## src/rtl/pattern_gen_if.sv

```systemverilog
// Timing-in / pixel-out bundle between frameGenerator, pattern_gen and the DAC pins.
// master drives timing and control and receives pixels; slave is the generator side.
interface pattern_gen_if #(
  parameter int COLOR_BITS = 4,
  parameter int POS_BITS   = 10
);
  logic                  videoActive;
  logic [POS_BITS-1:0]   hPos;
  logic [POS_BITS-1:0]   vPos;
  logic                  hsync_in;
  logic                  vsync_in;
  logic [2:0]            mode;
  logic                  scroll_en;
  logic [COLOR_BITS-1:0] red;
  logic [COLOR_BITS-1:0] green;
  logic [COLOR_BITS-1:0] blue;
  logic                  hsync;
  logic                  vsync;
  logic [7:0]            frameCount;

  modport master (
    output videoActive, hPos, vPos, hsync_in, vsync_in, mode, scroll_en,
    input  red, green, blue, hsync, vsync, frameCount
  );

  modport slave (
    input  videoActive, hPos, vPos, hsync_in, vsync_in, mode, scroll_en,
    output red, green, blue, hsync, vsync, frameCount
  );
endinterface

```

## src/rtl/pattern_gen.sv

```systemverilog
// Multi-mode video test-pattern generator: registered RGB with 1-cycle delay-matched syncs,
// mode and scroll latched only on the vsync leading edge so a frame never tears.
module pattern_gen #(
  parameter int COLOR_BITS  = 4,
  parameter int POS_BITS    = 10,
  parameter int SQUARE_LOG2 = 4,
  parameter int H_ACTIVE    = 800,
  parameter int SCROLL_STEP = 1,
  parameter int SYNC_POL    = 1
) (
  input  logic          clk40,
  input  logic          reset,
  pattern_gen_if.slave  bus
);

  localparam int   BAR_W       = H_ACTIVE / 8;
  localparam int   BAR_PX_BITS = (BAR_W > 1) ? $clog2(BAR_W) : 1;
  localparam logic SYNC_ACT    = (SYNC_POL != 0);

  localparam logic [2:0] MODE_CHECKER    = 3'd0;
  localparam logic [2:0] MODE_BARS       = 3'd1;
  localparam logic [2:0] MODE_GRADIENT   = 3'd2;
  localparam logic [2:0] MODE_WHITE      = 3'd3;
  localparam logic [2:0] MODE_CROSSHATCH = 3'd4;

  logic [2:0]             mode_reg;
  logic [POS_BITS-1:0]    scroll_reg;
  logic [7:0]             frame_count_reg;
  logic                   vsync_d_reg;
  logic                   hsync_reg;
  logic [BAR_PX_BITS-1:0] bar_px_reg;
  logic [2:0]             bar_idx_reg;

  logic                   frame_start;
  logic [POS_BITS-1:0]    hx;
  logic [2:0]             mask_next;
  logic                   grad_sel;

  // Channel order in the arrays below: 2 = red, 1 = green, 0 = blue.
  logic [COLOR_BITS-1:0]  grad_val [3];
  logic [COLOR_BITS-1:0]  rgb_next [3];
  logic [COLOR_BITS-1:0]  rgb_reg  [3];

  // Leading edge of vsync, judged against our own registered copy of vsync_in.
  assign frame_start = (vsync_d_reg == ~SYNC_ACT) && (bus.vsync_in == SYNC_ACT);
  assign hx          = bus.hPos + scroll_reg;

  function automatic logic [2:0] bar_mask(input logic [2:0] idx);
    logic [2:0] m;
    m = 3'b000;
    case (idx)
      3'd0:    m = 3'b111;  // white
      3'd1:    m = 3'b110;  // yellow
      3'd2:    m = 3'b011;  // cyan
      3'd3:    m = 3'b010;  // green
      3'd4:    m = 3'b101;  // magenta
      3'd5:    m = 3'b100;  // red
      3'd6:    m = 3'b001;  // blue
      default: m = 3'b000;  // black
    endcase
    return m;
  endfunction

  always_comb begin
    mask_next = 3'b000;
    grad_sel  = 1'b0;
    case (mode_reg)
      MODE_CHECKER:    mask_next = {hx[SQUARE_LOG2], bus.vPos[SQUARE_LOG2], ~hx[SQUARE_LOG2]};
      MODE_BARS:       mask_next = bar_mask(bar_idx_reg);
      MODE_GRADIENT:   grad_sel  = 1'b1;
      MODE_WHITE:      mask_next = 3'b111;
      MODE_CROSSHATCH: begin
        if ((hx[SQUARE_LOG2-1:0] == '0) || (bus.vPos[SQUARE_LOG2-1:0] == '0))
          mask_next = 3'b111;
      end
      default:         mask_next = 3'b000;
    endcase
  end

  assign grad_val[2] = hx[POS_BITS-1 -: COLOR_BITS];
  assign grad_val[1] = bus.vPos[POS_BITS-1 -: COLOR_BITS];
  assign grad_val[0] = '0;

  generate
    for (genvar gi = 0; gi < 3; gi++) begin : g_chan
      always_comb begin
        rgb_next[gi] = '0;
        if (bus.videoActive) begin
          if (grad_sel)
            rgb_next[gi] = grad_val[gi];
          else
            rgb_next[gi] = {COLOR_BITS{mask_next[gi]}};
        end
      end

      always_ff @(posedge clk40) begin
        if (reset)
          rgb_reg[gi] <= '0;
        else
          rgb_reg[gi] <= rgb_next[gi];
      end
    end
  endgenerate

  always_ff @(posedge clk40) begin
    if (reset) begin
      mode_reg        <= MODE_CHECKER;
      scroll_reg      <= '0;
      frame_count_reg <= '0;
      vsync_d_reg     <= ~SYNC_ACT;
      hsync_reg       <= ~SYNC_ACT;
      bar_px_reg      <= '0;
      bar_idx_reg     <= '0;
    end else begin
      hsync_reg   <= bus.hsync_in;
      vsync_d_reg <= bus.vsync_in;

      if (frame_start) begin
        mode_reg        <= bus.mode;
        frame_count_reg <= frame_count_reg + 8'd1;
        if (bus.scroll_en)
          scroll_reg <= scroll_reg + POS_BITS'(SCROLL_STEP);
      end

      // Bar counter runs in every mode so switching into bars mid-line stays aligned.
      if (!bus.videoActive) begin
        bar_px_reg  <= '0;
        bar_idx_reg <= '0;
      end else if (bar_px_reg == BAR_PX_BITS'(BAR_W - 1)) begin
        bar_px_reg <= '0;
        if (bar_idx_reg != 3'd7)
          bar_idx_reg <= bar_idx_reg + 3'd1;
      end else begin
        bar_px_reg <= bar_px_reg + 1'b1;
      end
    end
  end

  assign bus.red        = rgb_reg[2];
  assign bus.green      = rgb_reg[1];
  assign bus.blue       = rgb_reg[0];
  assign bus.hsync      = hsync_reg;
  assign bus.vsync      = vsync_d_reg;
  assign bus.frameCount = frame_count_reg;

endmodule

```

## src/flat_wrapper.sv

```systemverilog
// flat-port wrapper written by rule: the top's interface ports become plain ports
module pattern_gen_flat 
#(
  parameter int COLOR_BITS  = 4,
  parameter int POS_BITS    = 10,
  parameter int SQUARE_LOG2 = 4,
  parameter int H_ACTIVE    = 800,
  parameter int SCROLL_STEP = 1,
  parameter int SYNC_POL    = 1
)
  (clk40, reset, bus_videoActive, bus_hPos, bus_vPos, bus_hsync_in, bus_vsync_in, bus_mode, bus_scroll_en, bus_red, bus_green, bus_blue, bus_hsync, bus_vsync, bus_frameCount);
  pattern_gen_if #(.COLOR_BITS(COLOR_BITS), .POS_BITS(POS_BITS)) bus_i ();
  input  logic clk40;
  input  logic reset;
  input wire logic [$bits(bus_i.videoActive)-1:0] bus_videoActive;
  input wire logic [$bits(bus_i.hPos)-1:0] bus_hPos;
  input wire logic [$bits(bus_i.vPos)-1:0] bus_vPos;
  input wire logic [$bits(bus_i.hsync_in)-1:0] bus_hsync_in;
  input wire logic [$bits(bus_i.vsync_in)-1:0] bus_vsync_in;
  input wire logic [$bits(bus_i.mode)-1:0] bus_mode;
  input wire logic [$bits(bus_i.scroll_en)-1:0] bus_scroll_en;
  output wire logic [$bits(bus_i.red)-1:0] bus_red;
  output wire logic [$bits(bus_i.green)-1:0] bus_green;
  output wire logic [$bits(bus_i.blue)-1:0] bus_blue;
  output wire logic [$bits(bus_i.hsync)-1:0] bus_hsync;
  output wire logic [$bits(bus_i.vsync)-1:0] bus_vsync;
  output wire logic [$bits(bus_i.frameCount)-1:0] bus_frameCount;
  assign bus_i.videoActive = bus_videoActive;
  assign bus_i.hPos = bus_hPos;
  assign bus_i.vPos = bus_vPos;
  assign bus_i.hsync_in = bus_hsync_in;
  assign bus_i.vsync_in = bus_vsync_in;
  assign bus_i.mode = bus_mode;
  assign bus_i.scroll_en = bus_scroll_en;
  assign bus_red = bus_i.red;
  assign bus_green = bus_i.green;
  assign bus_blue = bus_i.blue;
  assign bus_hsync = bus_i.hsync;
  assign bus_vsync = bus_i.vsync;
  assign bus_frameCount = bus_i.frameCount;
  pattern_gen #(.COLOR_BITS(COLOR_BITS), .POS_BITS(POS_BITS), .SQUARE_LOG2(SQUARE_LOG2), .H_ACTIVE(H_ACTIVE), .SCROLL_STEP(SCROLL_STEP), .SYNC_POL(SYNC_POL)) u_core (.clk40(clk40), .reset(reset), .bus(bus_i));
endmodule
```

## config.mk

```make
export PLATFORM = sky130hd
export DESIGN_NAME = pattern_gen_flat
export DESIGN_NICKNAME = d
export VERILOG_FILES = /design/src/rtl/pattern_gen_if.sv /design/src/rtl/pattern_gen.sv /design/src/flat_wrapper.sv
export SDC_FILE = /design/constraint.sdc
export NUM_CORES = 1
export LEC_CHECK = 0
export ABC_AREA = 1
export CAP_MARGIN = 20
export CORE_UTILIZATION = 40
export DETAILED_ROUTE_END_ITERATION = 10
export PLACE_DENSITY = 0.64
export REMOVE_ABC_BUFFERS = 1
export SLEW_MARGIN = 20
export SYNTH_ARGS = -nofsm -noshare
export SYNTH_HDL_FRONTEND = slang
export SYNTH_SLANG_ARGS = --single-unit
```

## constraint.sdc

```tcl
create_clock -name clk40 -period 1.6 [get_ports clk40]
set_input_delay 0.32 -clock clk40 [delete_from_list [all_inputs] [get_ports clk40]]
set_output_delay 0.32 -clock clk40 [all_outputs]
set_load 0.05 [all_outputs]
```

======== After elaboration in Yosys (flattened, before gate mapping) ========
Memory sizes are Yosys's and may differ from the RTL's.
Cells that the tools add are included.
Widths: inputs -> output; s select.
storage, ports and cells
  logic and storage cells ................. 57
  register bits after elaboration ......... 33
  output and inout bits ................... 22
  memories kept ........................... 1
  RAM bits ................................ 12
  input port bits ......................... 29
cells by class
  muxes and demuxes ....................... 16
  bitwise logic cells ..................... 6
  equality and inequality tests ........... 12
  add/subtract/negate cells ............... 5
  reductions and logical operators ........ 10
memories
  name            depth  width  rd ports  clocked after Yosys merged registers in  wr ports  RTL line           text
  u_core.rgb_reg  3      4      3         0                                        3         pattern_gen.sv:42  logic [COLOR_BITS-1:0] rgb_reg [3];
operators with widths
  cell                   count
  $mux 4                 9
  $pmux 3 s7             1
  $eq 3x2->1 const B     4
  $eq 3x3->1 const B     4
  $pmux 3 s4             1
  $add 10x1->10 const B  1
  $add 10x10->10         1
  $add 8x1->8 const B    1
  $logic_not 4->1        2
  $add 7x1->7 const B    1
  $eq 7x7->1 const B     1
  $eq 3x1->1 const B     2
  $logic_not 3->1        2
  $mux 1                 4
  $reduce_and 2->1       2
  $add 3x1->3 const B    1
  $mux 3                 1
  $ne 3x3->1 const B     1
  $not 1->1              3
  $or 1x1->1             3
  $reduce_or 3->1        1
  $reduce_or 2->1        1
  $logic_and 1x1->1      1
  $logic_or 1x1->1       1

======== Logic depth before layout (Yosys ltp) ========
  depth after elaboration ................. 8
  mapped depth ............................ 13
  depth with buffers taken out ............ 13

======== Least setup slack after synthesis ========
OpenSTA, ideal clock, no wires.
  path type ............................... reg-to-reg
  from .................................... register u_core.scroll_reg[0]
  to ...................................... memory u_core.rgb_reg[2][0]
  data required time ...................... 1.482 ns
  library setup time ...................... 0.118 ns
  clock period less this slack ............ 1.748 ns
  cell stages (with the launch flop) ...... 14
  path buffers ............................ 0
  arrival ................................. 1.630 ns
  slack ................................... -0.148 ns
  cell sequence ........................... dfxtp_1 -> ha_1 -> inv_1 -> fa_1 -> inv_1 -> nand3_1 -> nand2_1 -> nand2_1 -> nand3_1 -> nand2_1 -> inv_1 -> nand3_2 -> nor2_1 -> nor2_1
RTL lines
  item                    RTL line            text
  from (decl)             pattern_gen.sv:27   logic [POS_BITS-1:0] scroll_reg;
  from (signal assigned)  pattern_gen.sv:122  scroll_reg <= scroll_reg + POS_BITS'(SCROLL_STEP);
  to (decl)               pattern_gen.sv:42

==> reports/qor.csv <==
metric,value,unit
DR vias,2326,
Leak,0.00162,uW
first-pass GRT wire length,8.69,mm
RD Place Congestion,0.774,
detailed placement HPWL,4.10,mm
fin crit period,1740,ps
Slew headroom,0.789,
Max Used Layer,met4,
CTS Buf Count,5,
Top-Level Pins,51,
Iteration-0 DRC Markers,36,
area growth from synthesis to layout,40.1,%
Seq. cell area,845,sq um
Site Rows,27,
synthesized area,2390,sq um
CP Launch Type,register,
Design Power,2280,uW
Total Neg Setup Slack,-1030,ps
all-layer global routing usage,0.176,
Metal-1 WL,2.44,mm
DRC viols,0,
Sink Count,42,
Final ANT Viol Nets,0,
hold_buf cts,0,
Final WS setup,-140,ps
area share of the largest cell type after synthesis,0.351,
Die ar.,6300,sq um
Post-synth ARST share,0,
RSZ-0062 raised after global routing,true,
diode count,0,
VDD IR-drop max,0.473,mV
Met2 Wirelength,2.46,mm
HP Class,register to register,
Max Buffers Root-to-Sink,2,
CP required,1840,ps
Pwr per Cell Area,680,nW/um^2
largest net degree at the start of global routing,14,
status,"complete, but fails checks",
Final Non-Filler Cells,498,
crit-path max FO,6,
crit path kind,register to register,
CTS tree,yes,
initial antenna violation count,0,
area of the multi-input gates,1390,sq um
clock skew,11.8,ps
crit end category,register,
CTS H-tree depth,2,
Detailed Routing Iterations Pass 1,4,
post-synthesis sequential area ratio,0.351,
Synth area leader,dfxtp_1,
failing checks,negative setup slack,
number of synthesized register bits,42,
Placed Instances,489,
final wirelength,5.16,mm
drt wl/cell,10.4,microns
Avg Inst Size Synth,6.96,sq um
Max Cap Violations,0,
Core Area,5640,sq um
final setup vio count,9,
Starting Density,0.424,
Synth Instances,344,
chip height,79.4,microns
met3 wire len,183,microns
Synthesis Warnings,0,
Congestion Overflow GR,0,
Peak Freq,575,MHz
post-DR vias/cell,4.67,
Clock Pin Slew Worst Setup and Hold Paths,90,ps
predominant post-synthesis flop cell,dfxtp_1,
Largest register FFs,10,
Fin. Hold Viols,0,
unique cell type count in the Yosys netlist,34,
fill count,527,
Max Slew Vio Count,0,
Synth area leaders,"dfxtp_1 35%, nand2_1 11%, ha_1 9.4%",
Worst EP arrival,1980,ps
share of cells above drive strength 1,0.221,
period utilisation layout,1.09,
Post-synth EDFFs,0,
Worst Tran Pin Value,315,ps
clock latency on the worst-skew pair,290,ps
slack of the worst reg-to-reg path,-140,ps
number of global-route vias before repair,2065,
nets@finish,473,
port buffer count,49,
clock root buffer,clkbuf_8,
width of the die,79.4,microns
## kinds of logic (layout without fill, tap and decap cells)
group / count (synthesis) / count (layout) / share of synthesized area
compound gates: 58 / 58 / 0.128
buf+inv: 61 / 143 / 0.100
flops: 42 / 42 / 0.351
xor+xnor: 2 / 2 / 0.00732
fa+ha+maj: 19 / 19 / 0.102
simple gates: 162 / 162 / 0.311
## path summary, 6_finish.rpt
kind / depth (start not counted) / from / to
hold / removal: 1 / u_core.bar_px_reg[0] / u_core.bar_px_reg[0]
setup reg to reg: 11 / u_core.scroll_reg[0] / u_core.rgb_reg[2][2]
setup / recovery: 11 / u_core.scroll_reg[0] / u_core.rgb_reg[2][2]
hold reg to reg: 1 / u_core.bar_px_reg[0] / u_core.bar_px_reg[0]
## stage by stage
step | setup WS, ps | hold WS [ps] | instance area (sq um) | utilization
floorplan | -273 | 389 | 2360 | -
global placement | -653 | 431 | 3180 | 0.564
detailed placement | -701 | 436 | 3180 | 0.564
CTS | -219 | 448 | 3300 | 0.585
global route | -278 | 475 | 3350 | 0.595
finish | -140 | 446 | 3350 | 0.595
## worst max-delay path: stages, from the launching register on
cell     delay, ps
dfxtp_4        360
ha_4           120
inv_2           30
fa_2           530
nand2_2         60
a21oi_2        110
nand3_2        100
nand2_2         80
nand2_4         80
nand3_4         90
nor2_2          40
nor2_1          80
## what timing repair did
| action | CTS | global route |
|---|---|---|
| pin swaps | 11 | 13 |
| setup buffers | 1 | 0 |
| setup endpoints to repair | 9 | 12 |
| resized for setup | 12 | 16 |
## synthesized netlist by cell type (2+ instances only)
cell       n
nand2_2    2
o21a_1     4
a21oi_1   33
nor2_2     2
nor2_1    40
nand3_2    2
inv_2      3
nand2_1   71
nor3_1     9
dfxtp_1   42
a21boi_0   2
inv_1     53
buf_4      3
nor2_4     2
nand4_1    7
ha_1      18
and3_1     2
clkbuf_1   2
nand3_1   16
o21ai_0   17
## area by class of cell
class,count,area share
Clock buffer,6,0.0216
Tap cell,72,0.0269
Clock inverter,2,0.00410
Timing Repair Buffer,79,0.219
Multi-Input combinational cell,241,0.414
Sequential cell,42,0.252
Inverter,56,0.0627
## placed cells by master (no fill, tap or decap), drive strengths merged
cell           instances
xor2                   1
ha                    18
nand3                 18
a31oi                  1
dlygate4sd2            2
nand4                  7
nor3                  11
and3                   3
o21a                   4
buf                   52
o21ai                 18
nand2                 74
fa                     1
or2                    3
a21oi                 33
a21boi                 2
dfxtp                 42
nor4                   1
xnor2                  1
nor2                  44
clkinv                 2
clkdlybuf4s50         25
clkbuf                 6
nand3b                 1
inv                   56
## where the power goes
| group | switching, uW | leakage, uW | internal [uW] |
|---|---|---|---|
| Combinational | 284 | 0.00124 | 224 |
| Clock | 363 | 0.0000452 | 308 |
| Sequential | 23.7 | 0.000343 | 1080 |
## layer usage
layer  up-vias  GRT usage
li1       1268          -
met4         0     0.0491
met3         8     0.0345
met2        39      0.305
met5         -          0
met1      1011      0.220
Note: power is estimated with default switching activity, not from simulation.
